<file path="config.mk">
export PLATFORM = sky130hd
export DESIGN_NAME = ram_arbiter
export DESIGN_NICKNAME = d
export VERILOG_FILES = /design/src/rtl/ram_arb_pkg.sv /design/src/rtl/ram_arbiter_pick.sv /design/src/rtl/ram_arbiter.sv
export SDC_FILE = /design/constraint.sdc
export NUM_CORES = 1
export LEC_CHECK = 0
export ABC_AREA = 1
export BUFFER_PORTS_ARGS = -buffer_cell sky130_fd_sc_hd__buf_4
export CORE_MARGIN = 2
export CORE_UTILIZATION = 47
export CTS_BUF_LIST = sky130_fd_sc_hd__clkbuf_8 sky130_fd_sc_hd__clkbuf_16
export CTS_CLUSTER_DIAMETER = 80
export DETAILED_ROUTE_END_ITERATION = 10
export GPL_ROUTABILITY_DRIVEN = 1
export HOLD_SLACK_MARGIN = 0.1
export PLACE_DENSITY = 0.85
export SLEW_MARGIN = 20
export SYNTH_ARGS = -nofsm -noshare
export SYNTH_HDL_FRONTEND = slang
export SYNTH_HIERARCHICAL = 1
export SYNTH_SLANG_ARGS = --single-unit
</file>
<file path="constraint.sdc">
create_clock -name clk -period 7.65 [get_ports clk]
set_input_delay 0 -clock clk [delete_from_list [all_inputs] [get_ports clk]]
set_output_delay 0 -clock clk [all_outputs]
set_load 0.005 [all_outputs]
</file>
<file path="src/rtl/ram_arb_pkg.sv">
// Shared encodings for the two-requester block RAM arbiter.
package ram_arb_pkg;

  localparam logic [1:0] OWN_NONE = 2'd0;
  localparam logic [1:0] OWN_0    = 2'd1;
  localparam logic [1:0] OWN_1    = 2'd2;

  typedef enum logic [1:0] {
    IDLE = 2'd0,
    OWN0 = 2'd1,
    OWN1 = 2'd2
  } lock_state_e;

endpackage

</file>
<file path="src/rtl/ram_arbiter_pick.sv">
// Combinational two-way winner select: a held lock beats the tie-break,
// which is either fixed (requester 0) or the one that did not win last.
module arb2_pick (
  input  logic       req0,
  input  logic       req1,
  input  logic       last,
  input  logic       fixed_prio,
  input  logic [1:0] lock_hold,
  output logic       gnt0,
  output logic       gnt1
);

  always_comb begin
    gnt0 = 1'b0;
    gnt1 = 1'b0;
    if (req0 && req1) begin
      if (lock_hold[0])      gnt0 = 1'b1;
      else if (lock_hold[1]) gnt1 = 1'b1;
      else if (fixed_prio)   gnt0 = 1'b1;
      else if (last)         gnt0 = 1'b1;
      else                   gnt1 = 1'b1;
    end else begin
      gnt0 = req0;
      gnt1 = req1;
    end
  end

endmodule

</file>
<file path="src/rtl/ram_arbiter.sv">
// Monitor (0) / CPU (1) arbiter for the shared block RAM: one access per
// cycle, round-robin or fixed priority, burst lock with a starvation guard.
module ram_arbiter
  import ram_arb_pkg::*;
#(
  parameter int addr_width = 12,
  parameter int data_width = 8,
  parameter int burst_max  = 16,
  parameter int fixed_prio = 0
) (
  input  logic                  clk,
  input  logic                  rst,
  input  logic                  req0,
  input  logic                  req1,
  input  logic                  we0,
  input  logic                  we1,
  input  logic                  lock0,
  input  logic                  lock1,
  input  logic [addr_width-1:0] addr0,
  input  logic [addr_width-1:0] addr1,
  input  logic [data_width-1:0] wdata0,
  input  logic [data_width-1:0] wdata1,
  output logic                  gnt0,
  output logic                  gnt1,
  output logic                  rvalid0,
  output logic                  rvalid1,
  output logic [data_width-1:0] rdata0,
  output logic [data_width-1:0] rdata1,
  output logic [addr_width-1:0] r_waddr,
  output logic [addr_width-1:0] r_raddr,
  output logic [data_width-1:0] r_din,
  output logic                  r_write_en,
  input  logic [data_width-1:0] r_dout,
  output logic [1:0]            owner
);

  localparam logic [7:0] BURST_LIM = 8'(burst_max);

  lock_state_e           r_state;
  logic [7:0]            r_cnt;
  logic                  r_last;
  logic [1:0]            r_force;
  logic                  r_rvalid0;
  logic                  r_rvalid1;
  logic [1:0]            r_owner;
  logic [addr_width-1:0] r_addr_q;
  logic [data_width-1:0] r_din_q;

  logic                  w_pick0;
  logic                  w_pick1;
  logic                  w_gnt0;
  logic                  w_gnt1;
  logic                  w_any;
  logic [1:0]            w_hold;
  logic [addr_width-1:0] w_addr;
  logic [data_width-1:0] w_wdata;
  logic                  w_lock_win;
  logic                  w_other;
  logic                  w_cont;
  logic [7:0]            w_cnt_inc;
  logic                  w_expire;

  // r_force carries the starvation hand-off: after an expired burst the
  // waiting side wins the next tie even under fixed priority.
  assign w_hold[0] = ((r_state == OWN0) && req0 && lock0) || r_force[0];
  assign w_hold[1] = ((r_state == OWN1) && req1 && lock1) || r_force[1];

  arb2_pick u_pick (
    .req0       (req0),
    .req1       (req1),
    .last       (r_last),
    .fixed_prio (fixed_prio != 0),
    .lock_hold  (w_hold),
    .gnt0       (w_pick0),
    .gnt1       (w_pick1)
  );

  assign w_gnt0 = w_pick0 & rst;
  assign w_gnt1 = w_pick1 & rst;
  assign w_any  = w_gnt0 | w_gnt1;

  assign w_addr  = w_gnt1 ? addr1  : addr0;
  assign w_wdata = w_gnt1 ? wdata1 : wdata0;

  assign gnt0       = w_gnt0;
  assign gnt1       = w_gnt1;
  assign r_write_en = (w_gnt0 & we0) | (w_gnt1 & we1);
  assign r_waddr    = w_any ? w_addr  : r_addr_q;
  assign r_raddr    = w_any ? w_addr  : r_addr_q;
  assign r_din      = w_any ? w_wdata : r_din_q;

  assign rvalid0 = r_rvalid0;
  assign rvalid1 = r_rvalid1;
  assign rdata0  = r_dout;
  assign rdata1  = r_dout;
  assign owner   = r_owner;

  // Burst accounting only counts cycles where the other side was kept waiting.
  assign w_lock_win = (w_gnt0 & lock0) | (w_gnt1 & lock1);
  assign w_other    = w_gnt0 ? req1 : req0;
  assign w_cont     = ((r_state == OWN0) && w_gnt0) || ((r_state == OWN1) && w_gnt1);
  assign w_cnt_inc  = (w_cont ? r_cnt : 8'd0) + {7'd0, w_other};
  assign w_expire   = (w_cnt_inc >= BURST_LIM);

  always_ff @(posedge clk or negedge rst) begin
    if (!rst) begin
      r_state   <= IDLE;
      r_cnt     <= 8'd0;
      r_last    <= 1'b1;
      r_force   <= 2'b00;
      r_rvalid0 <= 1'b0;
      r_rvalid1 <= 1'b0;
      r_owner   <= OWN_NONE;
    end else begin
      r_rvalid0 <= w_gnt0 & ~we0;
      r_rvalid1 <= w_gnt1 & ~we1;
      r_owner   <= w_gnt0 ? OWN_0 : (w_gnt1 ? OWN_1 : OWN_NONE);
      if (w_any) begin
        r_last  <= w_gnt1;
        r_force <= 2'b00;
      end
      if (w_lock_win) begin
        if (w_expire) begin
          r_state <= IDLE;
          r_cnt   <= 8'd0;
          r_force <= w_gnt0 ? 2'b10 : 2'b01;
        end else begin
          r_state <= w_gnt0 ? OWN0 : OWN1;
          r_cnt   <= w_cnt_inc;
        end
      end else begin
        r_state <= IDLE;
        r_cnt   <= 8'd0;
      end
    end
  end

  // Idle-cycle copy of the RAM inputs so the address bus does not toggle.
  always_ff @(posedge clk) begin
    if (w_any) begin
      r_addr_q <= w_addr;
      r_din_q  <= w_wdata;
    end
  end

endmodule
</file>
==> run summary <==
Max-Cap Viols: 0
Die footprint: 4680 µm²
Most used cell along the critical path: nand2_1
CP Cell Sequence: nor2_1, nand3_1, nand2_1, inv_1, o21ai_2, nand2_1, nand2_1, nand2_2, inv_2, nand2_2, nand2_4, inv_4, nor2_1, ha_1, ha_1, nand2_1, inv_1, nand3_2, nor2_1, nand3_1, nand2_1, nand3_4, nand3_1, o21ai_1
R2R setup slack: 4.01 ns
Flops & latches, synth: 37
Estimated wirelength of the detail-placed design: 3400 µm
Pwr dens: 203 nW/µm²
RD Place Congestion: 0.827
Peak Freq: 0.275 GHz
LEAKAGE: 0.00136 µW
Pre-antenna DRT Iters: 5
Post-synthesis sequential area ratio: 42.4%
Area of the core: 4000 µm²
Initial antenna violation count: 0
Post-synth ARST share: 45.9%
Max rail drop VDD: 0.164 mV
RSZ-0062 raised after global routing: false
Post-synth EDFFs: 0
Outcome: finished, final reports clean
Clk root buf: clkbuf_8
Filler cells: 323
Seq. cell area: 827 µm²
Tmin final: 3.64 ns
Crit Path Max Fanout: 46
Initial Util: 48.8%
Footprint of the multi-input gates: 815 µm²
Reg clk slew, reported paths: 0.07 ns
Util after Layout: 68.2%
Cell variety after synth: 31
Iteration-0 DRC Markers: 108
Synth cell count leaders: o21ai_0 (38), nor2_1 (31), buf_4 (28), nand3_1 (27), nand2_1 (24)
Share of the synthesized area in the top cell type: 20.5%
Die Wd: 68.4 µm
Setup crit end kind: flip-flop
Net count, final: 386
Critical path startpoint category: flip-flop
Buffers on Ports: 86
Critical path's slowest cell: inv_2
Post-route DRC: 0
Synthesized area per cell: 7.87 µm²
Hold WC Path Type: in -> reg
Least-Margin Pin Slew: 0.705 ns
Largest net degree at the start of global routing: 47
Largest area contributor in the netlist: dfrtp_1
Placed cell count: 350
WL per Instance: 12.8 µm
Final Non-Filler Cells: 379
Worst relative slew slack: 52.8%
CTS HTree Levels: 2
FP Rows: 23
Pins Over Slew Limit: 0
Vias in the first global route: 1736
Most common cell in the netlist: o21ai_0
Synth Cell Area: 1950 µm²
Post-DRT Antenna Nets: 0
Synthesis-to-finish area growth: 39.7%
Final Skew: 0.00905 ns
Power Total: 553 µW
Proportion of layout cells with a drive suffix above 1: 34.3%
Setup_tns: 0 ns
Worst Path Arrival: 3.80 ns
Cells after Synth: 248
Vias: 1908
Synthesis Warnings: 6
TritonCTS Buffers: 5
Die Span Y: 68.4 µm
Period utilization: 47.6%
Final WL: 4850 µm
Required time of the worst setup path: 7.81 ns
CTS tree: built
Global-route wire length before repair: 7630 µm
Vias/cell: 5.03
CP peak stage delay: 0.51 ns
Top post-synthesis cells by area: dfrtp_1 (21%), dfxtp_1 (21%), buf_4 (11%)
Total grt overflow: 0
Post-CTS Setup Bufs: 0
Final hold vios: 0
Gr usage total: 22.4%
N_diodes: 0
Setup CP Type: reg -> reg
Ports: 111
Sink Count: 37
Post-synth top flop: dfxtp_1
Setup-failing EPs final: 0
Clk Latency, worst-skew pair: 0.29 ns
Max Buffers Root-to-Sink: 2
## critical path, delay by kind of cell (launching register included)
kind,cells,cell delay [ns]
flops,1,0.38
fa+ha+maj,2,0.40
compound gates,2,0.11
simple gates,16,1.88
buf+inv,4,0.71
## routing by layer
metal	global-route usage, %	wire length [µm]
met5	0	0
met1	26.1	1930
met3	4.93	413
met2	37.9	2410
met4	12.0	97
## cells in the final DEF, fill, tap and decap left out
cell type       n
dfstp_2         1
a22o_1          1
nor3b_2         2
dfxtp_1        20
nand2_1        24
inv_1          19
ha_1            2
nand3_1        27
nor3_1          3
inv_4           1
xor2_1          2
nand3_4         1
o21bai_2        1
o21ai_1         4
nand2_4         1
clkbuf_8        6
nand3_2         2
nor2_2          3
o21bai_1        1
dlygate4sd3_1  21
inv_2           2
a21oi_1         1
nand4_2         1
o22ai_1         1
dfrtp_1        16
nand2_2         4
conb_1          5
buf_4          86
o21ai_2         1
a21oi_2         1
nor2_1         31
o21ai_0        38
## per-stage QoR
stage          instance area [µm²]  hold slack, ns  setup slack, ns
2_1_floorplan                 1970          -0.296             5.03
4_1_cts                       2730           0.110             3.99
6_report                      2730          0.0931             4.01
3_5_place_dp                  2430          -0.111             4.03
3_3_place_gp                  2430          -0.116             4.23
5_1_grt                       2730           0.140             3.60
## repair_timing
item / in CTS / in global routing
hold endpoints to repair: 45 / 0
hold buffers: 21 / 0
gates resized for setup: 0 / 0
endpoints found under the setup margin: 0 / 0
## where the power goes
part,switching [µW],internal (µW)
logic,83.6,96.0
clock network,66.3,70.8
registers,9.67,227
## sequential cells by signal (all words and copies together), names as in the netlist
signal / count
owner: 2
r_addr_q: 12
r_cnt: 8
r_din_q: 8
r_force: 2
r_last: 1
r_state: 2
rvalid0: 1
rvalid1: 1
## final timing paths
check                           start          to  cells after the start
max                        r_state[0]  r_force[0]                     24
min                         wdata1[6]  r_din_q[6]                      3
max reg2reg                r_state[0]  r_force[0]                     24
min reg2reg                    r_last      r_last                      2
max in group asynchronous         rst      r_last                      2
min in group asynchronous         rst    r_cnt[6]                      2
## final cells by class
type	count	area share [%]
timing repair buffer	107	31.4
sequential	37	30.3
multi-input combinational	157	29.9
clock buffer	6	3.03
inverter	20	2.84
tap	50	2.29
clock inverter	2	0.275
## logic make-up (layout without fill, tap and decap cells)
group / Yosys count / count (layout) / synth area share (%)
buf+inv: 58 / 135 / 16.7
xor+xnor: 2 / 2 / 0.898
flops: 37 / 37 / 42.4
fa+ha+maj: 2 / 2 / 1.28
compound gates: 49 / 49 / 13.7
simple gates: 99 / 99 / 24.9
other cells: 1 / 5 / 0.192
Note: power is estimated with default switching activity, not from simulation.
